<file path="config.mk">
export PLATFORM = sky130hd
export DESIGN_NAME = timer_cnt_core_flat
export DESIGN_NICKNAME = d
export VERILOG_FILES = /design/src/rtl/timer_pkg.sv /design/src/rtl/timer_cnt_core_if.sv /design/src/rtl/edge_det.sv /design/src/rtl/timer_cnt_core.sv /design/src/flat_wrapper.sv
export SDC_FILE = /design/constraint.sdc
export NUM_CORES = 1
export LEC_CHECK = 0
export CAP_MARGIN = 20
export CORE_MARGIN = 2
export CORE_UTILIZATION = 30
export DETAILED_ROUTE_END_ITERATION = 8
export DONT_BUFFER_PORTS = 1
export SYNTH_ARGS = -nofsm -noshare
export SYNTH_HDL_FRONTEND = slang
export SYNTH_HIERARCHICAL = 1
export SYNTH_SLANG_ARGS = --single-unit
</file>
<file path="constraint.sdc">
create_clock -name pclk -period 2.2 [get_ports pclk]
set_input_delay 0.44 -clock pclk [delete_from_list [all_inputs] [get_ports pclk]]
set_output_delay 0.44 -clock pclk [all_outputs]
set_load 0.005 [all_outputs]
</file>
<file path="src/rtl/timer_pkg.sv">
// Purpose: shared widths and mode enum for the timer counter core.
// Latency: n/a (types and constants only).
// Backpressure: n/a.
package timer_pkg;

    localparam int TMR_CNT_WIDTH_DEF = 8;
    localparam int TMR_PSC_WIDTH_DEF = 4;

    typedef enum logic {
        TMR_CONTINUOUS = 1'b0,
        TMR_ONE_SHOT   = 1'b1
    } tmr_mode_e;

endpackage

</file>
<file path="src/rtl/timer_cnt_core_if.sv">
// Purpose: control/status bundle of the timer counter core.
// Latency: n/a (wiring only).
// Backpressure: none; all controls are levels or sampled edges.
// Ports: master drives the controls and load/compare/prescale values;
//        slave (the core) returns cnt, the sticky flags and running.
interface timer_cnt_core_if
    import timer_pkg::*;
#(
    parameter int CNT_WIDTH = TMR_CNT_WIDTH_DEF,
    parameter int PSC_WIDTH = TMR_PSC_WIDTH_DEF
);
    logic                 clk_in;
    logic                 enable;
    logic                 up_down;
    logic                 one_shot;
    logic                 load_tdr;
    logic [CNT_WIDTH-1:0] tdr_reg;
    logic [CNT_WIDTH-1:0] cmp_reg;
    logic [PSC_WIDTH-1:0] psc_val;
    logic                 clr_ovf;
    logic                 clr_udf;
    logic                 clr_cmp;
    logic [CNT_WIDTH-1:0] cnt;
    logic                 s_ovf;
    logic                 s_udf;
    logic                 s_cmp;
    logic                 running;

    modport master (
        output clk_in, enable, up_down, one_shot, load_tdr, tdr_reg, cmp_reg,
               psc_val, clr_ovf, clr_udf, clr_cmp,
        input  cnt, s_ovf, s_udf, s_cmp, running
    );

    modport slave (
        input  clk_in, enable, up_down, one_shot, load_tdr, tdr_reg, cmp_reg,
               psc_val, clr_ovf, clr_udf, clr_cmp,
        output cnt, s_ovf, s_udf, s_cmp, running
    );
endinterface

</file>
<file path="src/rtl/edge_det.sv">
// Purpose: 1-bit rising-edge detector on pclk.
// Latency: rise is combinational from din against a one-flop delayed copy.
// Backpressure: none.
// Ports: din in, rise out (high for the cycle din is 1 and was 0 last cycle).
module edge_det (
    input  logic pclk,
    input  logic presetn,
    input  logic din,
    output logic rise
);
    logic din_d;

    // Resetting the delayed copy to 0 makes a level already high at
    // reset release count as an edge.
    always_ff @(posedge pclk or negedge presetn) begin
        if (!presetn) begin
            din_d <= 1'b0;
        end else begin
            din_d <= din;
        end
    end

    assign rise = din & ~din_d;
endmodule

</file>
<file path="src/rtl/timer_cnt_core.sv">
// Purpose: prescaled up/down timer counter with load, compare and one-shot mode.
// Latency: cnt updates on the same pclk edge that samples the clk_in rising edge.
// Backpressure: none; enable low freezes cnt and the prescaler.
// Ports: pclk/presetn plain; all controls and status travel on bus (slave).
module timer_cnt_core
    import timer_pkg::*;
#(
    parameter int CNT_WIDTH = TMR_CNT_WIDTH_DEF,
    parameter int PSC_WIDTH = TMR_PSC_WIDTH_DEF
) (
    input  logic             pclk,
    input  logic             presetn,
    timer_cnt_core_if.slave  bus
);
    logic                 clk_edge;
    logic                 ld_edge;
    logic [CNT_WIDTH-1:0] cnt_q;
    logic [CNT_WIDTH-1:0] cnt_step;
    logic [PSC_WIDTH-1:0] psc_cnt;
    logic [PSC_WIDTH-1:0] psc_nxt;
    logic                 cnt_tick;
    logic                 tick;
    logic                 done;
    logic                 running;
    logic                 ovf_evt;
    logic                 udf_evt;
    logic                 cmp_evt;
    logic                 s_ovf_q;
    logic                 s_udf_q;
    logic                 s_cmp_q;
    tmr_mode_e            mode;

    edge_det u_clk_edge (
        .pclk    (pclk),
        .presetn (presetn),
        .din     (bus.clk_in),
        .rise    (clk_edge)
    );

    edge_det u_ld_edge (
        .pclk    (pclk),
        .presetn (presetn),
        .din     (bus.load_tdr),
        .rise    (ld_edge)
    );

    assign mode    = bus.one_shot ? TMR_ONE_SHOT : TMR_CONTINUOUS;
    assign running = bus.enable & ~done;

    always_comb begin
        psc_nxt  = psc_cnt;
        cnt_tick = 1'b0;
        if (clk_edge && running) begin
            // >= rather than == so a psc_val lowered mid-period still wraps.
            if (psc_cnt >= bus.psc_val) begin
                psc_nxt  = '0;
                cnt_tick = 1'b1;
            end else begin
                psc_nxt  = psc_cnt + PSC_WIDTH'(1);
            end
        end
        // A load swallows a coincident tick, so it can raise no flag.
        tick     = cnt_tick & ~ld_edge;
        cnt_step = bus.up_down ? (cnt_q + CNT_WIDTH'(1)) : (cnt_q - CNT_WIDTH'(1));
        ovf_evt  = tick &  bus.up_down & (cnt_q == '1);
        udf_evt  = tick & ~bus.up_down & (cnt_q == '0);
        cmp_evt  = tick & (cnt_step == bus.cmp_reg);
    end

    always_ff @(posedge pclk or negedge presetn) begin
        if (!presetn) begin
            cnt_q   <= '0;
            psc_cnt <= '0;
            done    <= 1'b0;
            s_ovf_q <= 1'b0;
            s_udf_q <= 1'b0;
            s_cmp_q <= 1'b0;
        end else begin
            if (ld_edge) begin
                cnt_q   <= bus.tdr_reg;
                psc_cnt <= '0;
            end else begin
                if (tick) begin
                    cnt_q <= cnt_step;
                end
                psc_cnt <= psc_nxt;
            end

            // Dropping enable re-arms a finished one-shot.
            if (ld_edge || !bus.enable) begin
                done <= 1'b0;
            end else if (mode == TMR_ONE_SHOT && (ovf_evt || udf_evt)) begin
                done <= 1'b1;
            end

            // Set wins over a clear sampled in the same cycle.
            s_ovf_q <= ovf_evt | (s_ovf_q & ~bus.clr_ovf);
            s_udf_q <= udf_evt | (s_udf_q & ~bus.clr_udf);
            s_cmp_q <= cmp_evt | (s_cmp_q & ~bus.clr_cmp);
        end
    end

    assign bus.cnt     = cnt_q;
    assign bus.s_ovf   = s_ovf_q;
    assign bus.s_udf   = s_udf_q;
    assign bus.s_cmp   = s_cmp_q;
    assign bus.running = running;
endmodule

</file>
<file path="src/flat_wrapper.sv">
// flat-port wrapper written by rule: the top's interface ports become plain ports
module timer_cnt_core_flat import timer_pkg::*;
#(
    parameter int CNT_WIDTH = TMR_CNT_WIDTH_DEF,
    parameter int PSC_WIDTH = TMR_PSC_WIDTH_DEF
)
  (pclk, presetn, bus_clk_in, bus_enable, bus_up_down, bus_one_shot, bus_load_tdr, bus_tdr_reg, bus_cmp_reg, bus_psc_val, bus_clr_ovf, bus_clr_udf, bus_clr_cmp, bus_cnt, bus_s_ovf, bus_s_udf, bus_s_cmp, bus_running);
  timer_cnt_core_if #(.CNT_WIDTH(CNT_WIDTH), .PSC_WIDTH(PSC_WIDTH)) bus_i ();
  input  logic pclk;
  input  logic presetn;
  input wire logic [$bits(bus_i.clk_in)-1:0] bus_clk_in;
  input wire logic [$bits(bus_i.enable)-1:0] bus_enable;
  input wire logic [$bits(bus_i.up_down)-1:0] bus_up_down;
  input wire logic [$bits(bus_i.one_shot)-1:0] bus_one_shot;
  input wire logic [$bits(bus_i.load_tdr)-1:0] bus_load_tdr;
  input wire logic [$bits(bus_i.tdr_reg)-1:0] bus_tdr_reg;
  input wire logic [$bits(bus_i.cmp_reg)-1:0] bus_cmp_reg;
  input wire logic [$bits(bus_i.psc_val)-1:0] bus_psc_val;
  input wire logic [$bits(bus_i.clr_ovf)-1:0] bus_clr_ovf;
  input wire logic [$bits(bus_i.clr_udf)-1:0] bus_clr_udf;
  input wire logic [$bits(bus_i.clr_cmp)-1:0] bus_clr_cmp;
  output wire logic [$bits(bus_i.cnt)-1:0] bus_cnt;
  output wire logic [$bits(bus_i.s_ovf)-1:0] bus_s_ovf;
  output wire logic [$bits(bus_i.s_udf)-1:0] bus_s_udf;
  output wire logic [$bits(bus_i.s_cmp)-1:0] bus_s_cmp;
  output wire logic [$bits(bus_i.running)-1:0] bus_running;
  assign bus_i.clk_in = bus_clk_in;
  assign bus_i.enable = bus_enable;
  assign bus_i.up_down = bus_up_down;
  assign bus_i.one_shot = bus_one_shot;
  assign bus_i.load_tdr = bus_load_tdr;
  assign bus_i.tdr_reg = bus_tdr_reg;
  assign bus_i.cmp_reg = bus_cmp_reg;
  assign bus_i.psc_val = bus_psc_val;
  assign bus_i.clr_ovf = bus_clr_ovf;
  assign bus_i.clr_udf = bus_clr_udf;
  assign bus_i.clr_cmp = bus_clr_cmp;
  assign bus_cnt = bus_i.cnt;
  assign bus_s_ovf = bus_i.s_ovf;
  assign bus_s_udf = bus_i.s_udf;
  assign bus_s_cmp = bus_i.s_cmp;
  assign bus_running = bus_i.running;
  timer_cnt_core #(.CNT_WIDTH(CNT_WIDTH), .PSC_WIDTH(PSC_WIDTH)) u_core (.pclk(pclk), .presetn(presetn), .bus(bus_i));
endmodule
</file>
== Word level (Yosys, flattened, before mapping) ==
Cells that the tools add are included.

* $add $sub $neg: 3
* Magnitude comparators: 1
* Eq/ne operators: 2
* Mux-type cells: 11
* Bitwise logic cells: 23
* Reduce and logical (&&, ||, !) cells: 9

{| class="wikitable"
|+ Operators by type and width
! operator !! count
|-
| 2-to-1 mux 8 bit || 3
|-
| bitwise AND 1 bit || 12
|-
| 2-to-1 mux 4 bit || 3
|-
| adder 8 x 1 -> 8 bit (second input constant) || 1
|-
| == test 8 bit || 1
|-
| == test 8 bit (second input constant) || 1
|-
| logical NOT 8 bit || 1
|-
| NOT 1 bit || 8
|-
| subtractor 8 x 1 -> 8 bit (second input constant) || 1
|-
| nonzero test 2 bit || 3
|-
| 2-to-1 mux 1 bit || 5
|-
| adder 4 x 1 -> 4 bit (second input constant) || 1
|-
| >= comparator 4 bit || 1
|-
| OR 1 bit || 3
|-
| logical AND 1 bit || 2
|-
| logical OR 1 bit || 2
|-
| logical NOT 1 bit || 1
|}

* Bits in registers: 18
* Input port bits: 30

== Depth between registers and ports, before layout ==
Gate-level depths: netlist (run 1).

* Depth in word-level cells: 11
* Mapped depth: 9
* Mapped depth without buffers: 8

== Hierarchy ==
The synthesis (run 1) kept the hierarchy.

{| class="wikitable"
|+ Modules (own cells, without submodules)
! module !! instances !! cells an instance !! area an instance (µm²) !! sequential area each (µm²)
|-
| timer_cnt_core || 1 || 173 || 1497.7 || 400.4
|-
| edge_det || 2 || 2 || 38.8 || 25.0
|}

== Worst setup path after synthesis (run 1) ==
No wires, ideal clock.

* Path type: flip-flop to flip-flop
* Start point: reg u_core.cnt_q[0], in the netlist u_core/bus.cnt[0]
* End point: reg u_core.s_cmp_q, in the netlist u_core/bus.s_cmp
* Setup time: 0.067 ns
* Arrival time: 2.201 ns
* Setup slack: -0.068 ns
* Stages on the path, launching flop included: 10
* Cell sequence: dfrtp_1 -> buf_6 -> inv_1 -> fa_1 -> xnor2_1 -> a211o_1 -> nor4_1 -> o2111ai_1 -> nor4_1 -> a32o_1

* Word-level cells in the longest chain between the ends: 5

{| class="wikitable"
|+ Ends and longest elaborated chain
! item !! RTL line !! text
|-
| start, declared || timer_cnt_core.sv:17 || <nowiki>logic [CNT_WIDTH-1:0] cnt_q;</nowiki>
|-
| start signal, assigned || timer_cnt_core.sv:80 || <nowiki>cnt_q <= bus.tdr_reg;</nowiki>
|-
| start signal, assigned || timer_cnt_core.sv:84 || <nowiki>cnt_q <= cnt_step;</nowiki>
|-
| subtractor 8 x 1 -> 8 bit or adder 8 x 1 -> 8 bit (tied branches) || timer_cnt_core.sv:64 || <nowiki>cnt_step = bus.up_down ? (cnt_q + CNT_WIDTH'(1)) : (cnt_q - CNT_WIDTH'(1));</nowiki>
|-
| 2-to-1 mux 8 bit (*) || timer_cnt_core.sv:64 ||
|-
| == test 8 bit (*) || timer_cnt_core.sv:67 || <nowiki>cmp_evt = tick & (cnt_step == bus.cmp_reg);</nowiki>
|-
| bitwise AND 1 bit (*) || timer_cnt_core.sv:67 ||
|-
| OR 1 bit (*) || timer_cnt_core.sv:99 || <nowiki>s_cmp_q <= cmp_evt | (s_cmp_q & ~bus.clr_cmp);</nowiki>
|-
| end signal, assigned || timer_cnt_core.sv:99 ||
|-
| end, declared || timer_cnt_core.sv:30 || <nowiki>logic s_cmp_q;</nowiki>
|}

Every way passes the cells marked *; elsewhere a longest branch is shown, timed or not.
A chain may end at the register's enable or synchronous reset.

== Worst setup path after layout (run 1) ==
* Start point: reg u_core.cnt_q[1], in the netlist u_core/bus.cnt[1]
* End point: reg u_core.cnt_q[7], in the netlist u_core/bus.cnt[7]

* Word-level cells in the longest chain between the ends: 4

{| class="wikitable"
|+ Ends and longest elaborated chain
! item !! RTL line !! text
|-
| subtractor 8 x 1 -> 8 bit or adder 8 x 1 -> 8 bit (tied branches) || timer_cnt_core.sv:64 ||
|-
| 2-to-1 mux 8 bit (*) || timer_cnt_core.sv:64 ||
|-
| 2-to-1 mux 8 bit (*) || timer_cnt_core.sv:83 || <nowiki>if (tick) begin</nowiki>
|-
| 2-to-1 mux 8 bit (*) || timer_cnt_core.sv:79 || <nowiki>if (ld_edge) begin</nowiki>
|}

Every way passes the cells marked *; elsewhere a longest branch is shown, timed or not. The select of a mux whose other input is x is not followed.

==> impl_metrics.tcl, run 1 <==
set metrics [dict create \
    status "finished clean" \
    dieArea_um2 5850 \
    die-height_um 76.5 \
    dp_hpwl_um 3350 \
    synth_top_cell_area_share_pct 28.6 \
    cts_buffers 3 \
    path_cells "buf_4, ha_1, a211oi_4, o21bai_2, o41ai_4, xnor2_2, or4_1, nand3_1" \
    coreArea_um2 5070 \
    grt_use_total_pct 14.2 \
    async_flop_share_pct 100 \
    crit_buf_inv 1 \
    drive_above_1_share_pct 28.0 \
    syn_to_final_growth_pct 24.9 \
    gp_congestion 0.894 \
    final_nets 250 \
    synth.largest_area_cell "dfrtp_1" \
    grt_pass1_vias 1405 \
    drv_cap 0 \
    cp.required_ns 2.39 \
    max_stage_delay_ns 0.40 \
    cts_max_path_buffers 2 \
    syn_avg_cell_area_um2 8.90 \
    ys.flop_type "dfrtp_1" \
    cts_sinks 18 \
    dr.first_iter.drc_count 48 \
    skew_ns 0.00669 \
    ys_ff_latch 18 \
    cp_top_family "compound AO/OA/AOI/OAI gates" \
    first_pass_iters 4 \
    drc 0 \
    io_buffers 0 \
    crit_path_end_kind "register" \
    holdWs_ns 0.208 \
    cpMaxStageDelayCell "or4_1" \
    via_per_inst 4.84 \
    synthTopCellsByArea "dfrtp_1 (29%), ha_1 (8.7%), xnor2_1 (6.7%)" \
    setup_viol 0 \
    path_max_fanout 3 \
    rows 26 \
    max_freq_mhz 455 \
    rsz0062_at_grt "true" \
    routed_wirelength_um 4060 \
    regArea_um2 450 \
    r2r_setup_slack_ns 0.003 \
    cp.arrival_ns 2.39 \
    critPathKind "register to register" \
    period_share_pct 99.9 \
    finalWorstSetupSlack_ns 0.00321 \
    syn-num-nets 219 \
    syn_area_um2 1580 \
    overflow 0 \
    yosysWarnings 6 \
    vdd.ir_drop.worst_mv 0.398 \
    clk_latency_ns 0.25 \
    num-fill-cells 544 \
    synth_edf_count 0 \
    htree_levels 1 \
    grt_max_degree 22 \
    num_vias 1340 \
    multiInputGateArea_um2 1080 \
    finalCriticalPeriod_ns 2.20 \
    tightest_slew_ns 0.865 \
    clockRootBuffer "clkbuf_8" \
    antenna_cells 0 \
    synth_cell_type_count 45 \
    slew_viol_final 0 \
    syn_inst 177 \
    hold_viol_final 0 \
    hold_path_class "input port to register" \
    antenna_found_initial 0 \
    ant_nets 0 \
    ys_seq_area_share_pct 28.6 \
    initial_core_util_pct 31.0 \
    fp.dieW_um 76.5 \
    powerDensity_nw_per_um2 718 \
    wire_per_inst_um 14.7 \
    cts_tree "built" \
    cts.clk_slew.worst_paths_ns 0.07 \
    grt_pass1_wl_um 6760 \
    cellLeakagePower_nw 0.828 \
    relSlewSlack_pct 42.2 \
    ios 42 \
    start_kind "register" \
    dp_worst_setup_slack_ns -0.273 \
]
==> timing repair <==
| item | in CTS | in global routing |
|---|---|---|
| endpoints found under the setup margin | 1 | 4 |
| setup buffers | 1 | 0 |
| pin swaps | 6 | 3 |
| hold buffers | 1 | 0 |
| resized for setup | 5 | 5 |
| hold endpoints to repair | 18 | 0 |
==> flip-flops by register name (all words and copies together), names as in the netlist <==
| name | flops |
|---|---|
| u_core/psc_cnt | 4 |
| u_core/u_ld_edge/din_d | 1 |
| u_core/bus.cnt | 8 |
| u_core/bus.s_cmp | 1 |
| u_core/bus.s_ovf | 1 |
| u_core/u_clk_edge/din_d | 1 |
| u_core/bus.s_udf | 1 |
| u_core/done | 1 |
==> routing by layer <==
layer | routed length [um] | part of all wire (%) | vias to the layer above | global-route usage, %
li1 | - | - | 684 | -
met1 | 1800 | 44 | 613 | 18.6
met2 | 1900 | 47 | 37 | 22.7
met3 | 309 | 7.6 | 6 | 4.03
met4 | 50 | 1.2 | 0 | 4.00
met5 | 0 | 0 | - | 0
==> synthesized netlist by cell type, types with 5 or more instances <==
master / number
nor3_1: 5
nand3_1: 6
dfrtp_1: 18
o21ai_0: 13
xor2_1: 5
inv_1: 11
nor2_1: 15
nand2_1: 14
xnor2_1: 12
a21oi_1: 11
ha_1: 11
nand2b_1: 5
==> where the power goes <==
part           leakage [nW]  internal (W)  switching, W  total [W]
Sequential            0.227      0.000370     0.0000350   0.000405
Combinational         0.572      0.000368      0.000370   0.000738
Clock                0.0288      0.000159      0.000112   0.000271
==> worst paths after layout <==
kind | cells after the start | endpoint | startpoint
max | 8 | u_core/bus.cnt[7]$_DFFE_PN0P_ | u_core/bus.cnt[1]$_DFFE_PN0P_
min | 0 | u_core/u_clk_edge/din_d$_DFF_PN0_ | bus_clk_in
max reg2reg | 8 | u_core/bus.cnt[7]$_DFFE_PN0P_ | u_core/bus.cnt[1]$_DFFE_PN0P_
min reg2reg | 2 | u_core/done$_DFFE_PN0P_ | u_core/done$_DFFE_PN0P_
max in group asynchronous | 1 | u_core/bus.cnt[0]$_DFFE_PN0P_ | presetn
min in group asynchronous | 1 | u_core/u_clk_edge/din_d$_DFF_PN0_ | presetn
==> through the flow <==
| step | std cells | cell area [um^2] | TNS, ns | utilization (%) | power, W |
|---|---|---|---|---|---|
| 6_report | 277 | 1970 | 0 | 38.8 | 0.00141 |
| 5_1_grt | 277 | 1970 | -0.240 | 38.8 | 0.00153 |
| 4_1_cts | 277 | 1940 | -0.0634 | 38.3 | 0.00141 |
| 3_5_place_dp | 271 | 1840 | -0.359 | 36.3 | 0.00110 |
| 3_3_place_gp | 271 | 1840 | -0.465 | 36.3 | 0.00109 |
| 2_1_floorplan | 177 | 1580 | 0 | - | 0.000869 |
==> kinds of logic (layout without fill, tap and decap cells) <==
group	Yosys count	after routing	share of synthesized area [%]
AOI/OAI and AO/OA	39	39	18.9
DFF	18	18	28.6
buffers and inverters	18	48	5.88
and+or+nand+nor	68	68	23.9
xor gates and xnor gates	17	17	9.45
muxes	5	5	3.26
adders and majority gates	12	12	10.0
==> layout by cell type, fill, tap and decap left out, types with 3 or more instances in the layout <==
cell      count
a21oi_1      10
buf_4        32
clkbuf_8      4
dfrtp_1      18
ha_1         11
inv_1        10
mux2i_1       4
nand2_1      14
nand2b_1      4
nand3_1       6
nand3b_1      3
nor2_1       14
nor2b_1       3
nor3_1        5
nor4_2        3
o21ai_0      13
xnor2_1      11
xor2_1        4
==> cell type report <==
type | count | area share [%]
inverter | 11 | 2.10
timing repair buffer | 33 | 12.7
multi-input combinational | 141 | 55.1
clock buffer | 4 | 2.80
sequential | 18 | 22.9
tap | 70 | 4.45
(Power assumes the default switching activity.)
==> run 2, diff against run 1 <==
RECOVER_POWER = 25   (was not set)
SLEW_MARGIN = 25   (was not set)
==> run 2 against run 1 <==
  * Global-route usage did not move
  * Sequential power hardly changed
  * Cell area fell by 0.95%
  * Critical path depth is the same
  * Setup slack gained 0.0076 ns
  * Largest power group unchanged
  * Via count about the same
  * Die area unchanged
  * First-iteration DRC count up 8.3%
  * Combinational power down 2%
==> impl_metrics.tcl, run 2 (synthesis results as in run 1) <==
set metrics [dict create \
    cp.required_ns 2.40 \
    fin_tns_setup_ns 0 \
    hold_viol_final 0 \
    tightest_slew_ns 0.866 \
    dr.first_iter.drc_count 52 \
    via_per_inst 4.84 \
    vdd.ir_drop.worst_mv 0.400 \
    critPathKind "register to register" \
    p_seq_share_pct 28.9 \
    startpoint "u_core/bus.cnt[0]$_DFFE_PN0P_" \
    drc 0 \
    start_kind "register" \
    combPwrFrac_pct 51.7 \
    grt_max_degree 22 \
    htree_levels 1 \
    cts_buffers 3 \
    drive_above_1_share_pct 25.6 \
    finalWorstSetupSlack_ns 0.0108 \
    dieArea_um2 5850 \
    dp_worst_setup_slack_ns -0.273 \
    num-fill-cells 550 \
    path_max_fanout 2 \
    antenna_found_initial 0 \
    largest_reg_flops 8 \
    max_freq_mhz 457 \
    grt_pass1_vias 1405 \
    finalCriticalPeriod_ns 2.19 \
    max_stage_delay_ns 0.53 \
    fp.dieW_um 76.5 \
    dp_hpwl_um 3350 \
    antenna_cells 0 \
    mostFrequentLayoutCells "buf_4 (27), dfrtp_1 (18), nor2_1 (14), nand2_1 (14), o21ai_0 (13)" \
    crit_top_cell "nor4_2" \
    drv_cap 0 \
    worstReg2RegStart "u_core/bus.cnt[0]$_DFFE_PN0P_" \
    relSlewSlack_pct 42.1 \
    first_pass_iters 4 \
    coreArea_um2 5070 \
    gp_congestion 0.894 \
    path_cells "inv_2, fa_1, xnor2_1, a211o_1, nor4_2, o2111ai_1, nor4_2, a32o_1" \
    powerDensity_nw_per_um2 717 \
    routed_wirelength_um 4060 \
    syn_to_final_growth_pct 23.7 \
    hp-start "bus_clk_in" \
    final_common_cell "buf_4" \
    power_frac_clock_pct 19.4 \
    slew_viol_final 0 \
    status "finished clean" \
    crit_path_end_kind "register" \
    cp.arrival_ns 2.38 \
    num_vias 1341 \
    ant_nets 0 \
    initial_core_util_pct 31.0 \
    clk_latency_ns 0.25 \
    skew_ns 0.00548 \
    setup_viol 0 \
    cts.clk_slew.worst_paths_ns 0.07 \
    ios 42 \
    overflow 0 \
    cts_sinks 18 \
    intPower_w 0.000883 \
    die-height_um 76.5 \
    clockRootBuffer "clkbuf_8" \
    cts_tree "built" \
    hold_path_class "input port to register" \
    final_nets 250 \
    rsz0062_at_grt "true" \
    wire_per_inst_um 14.7 \
    io_buffers 0 \
    cts_max_path_buffers 2 \
    period_share_pct 99.5 \
    power_switching_w 0.000515 \
    grt_use_total_pct 14.2 \
    p_sw_share_pct 36.8 \
    rows 26 \
    cpMaxStageDelayCell "fa_1" \
    cellLeakagePower_nw 0.810 \
    grt_pass1_wl_um 6760 \
]
==> run 2: cell count changes in the layout (fill, tap and decap cells not counted) <==
cell      delta
clkbuf_1     +5
buf_4        -5
==> run 2: per-stage QoR <==
step | util, % | area (um^2) | hold slack, ns | power, W | cells
3_3_place_gp | 36.3 | 1840 | 0.145 | 0.00109 | 271
2_1_floorplan | - | 1580 | 0.144 | 0.000869 | 177
6_report | 38.4 | 1950 | 0.208 | 0.00140 | 277
5_1_grt | 38.4 | 1950 | 0.192 | 0.00151 | 277
3_5_place_dp | 36.3 | 1840 | 0.145 | 0.00110 | 271
4_1_cts | 38.3 | 1940 | 0.196 | 0.00141 | 277
==> run 2: what timing repair did <==
action / 4_1_cts / 5_1_grt
pin swaps: 6 / 3
gates cloned: 0 / 0
setup buffers: 1 / 0
gates resized for setup: 5 / 5
hold endpoints to repair: 18 / 0
setup endpoints to repair: 1 / 4
hold buffers: 1 / 0
==> run 2: path summary, 6_finish.rpt <==
| check | end | slack, ns | cells after the start |
|---|---|---|---|
| setup / recovery | u_core/bus.s_cmp$_DFF_PN0_ | 0.01 | 8 |
| hold / removal | u_core/u_clk_edge/din_d$_DFF_PN0_ | 0.21 | 0 |
| setup reg to reg | u_core/bus.s_cmp$_DFF_PN0_ | 0.01 | 8 |
| hold reg to reg | u_core/done$_DFFE_PN0P_ | 0.54 | 2 |
| max in group asynchronous | u_core/bus.cnt[0]$_DFFE_PN0P_ | 0.92 | 1 |
| min in group asynchronous | u_core/u_clk_edge/din_d$_DFF_PN0_ | 0.74 | 1 |
==> run 2: power groups by stage <==
stage | Clock, W | Sequential (W) | Combinational (W)
finish | 0.000271 | 0.000405 | 0.000723
global route | 0.000296 | 0.000410 | 0.000807
CTS | 0.000284 | 0.000405 | 0.000725
detailed placement | 0 | 0.000412 | 0.000687
global placement | 0 | 0.000412 | 0.000680
floorplan | 0 | 0.000417 | 0.000452
==> run 2: area by class of cell <==
cell class / count / area, um^2 / area share, %
multi-input combinational: 141 / 1080 / 55.6
sequential: 18 / 450 / 23.1
timing repair buffer: 33 / 231 / 11.9
tap: 70 / 87.6 / 4.49
clock buffer: 4 / 55.1 / 2.82
inverter: 11 / 41.3 / 2.12
==> run 2: layer usage <==
metal	vias up	GRT usage [%]	wire length, um
li1	686	-	-
met1	612	18.6	1820
met2	35	22.7	1910
met3	8	4.03	269
met4	0	4.00	63
met5	-	0	0
==> run 2: worst max-delay path, delay by kind of cell (launching register included) <==
| kind | cells | cell delay [ns] |
|---|---|---|
| flip-flops | 1 | 0.37 |
| AO/OA/AOI/OAI | 3 | 0.63 |
| buffers and inverters | 1 | 0.05 |
| XOR/XNOR | 1 | 0.15 |
| AND/OR/NAND/NOR | 2 | 0.41 |
| adder cells (fa/ha/maj) | 1 | 0.53 |
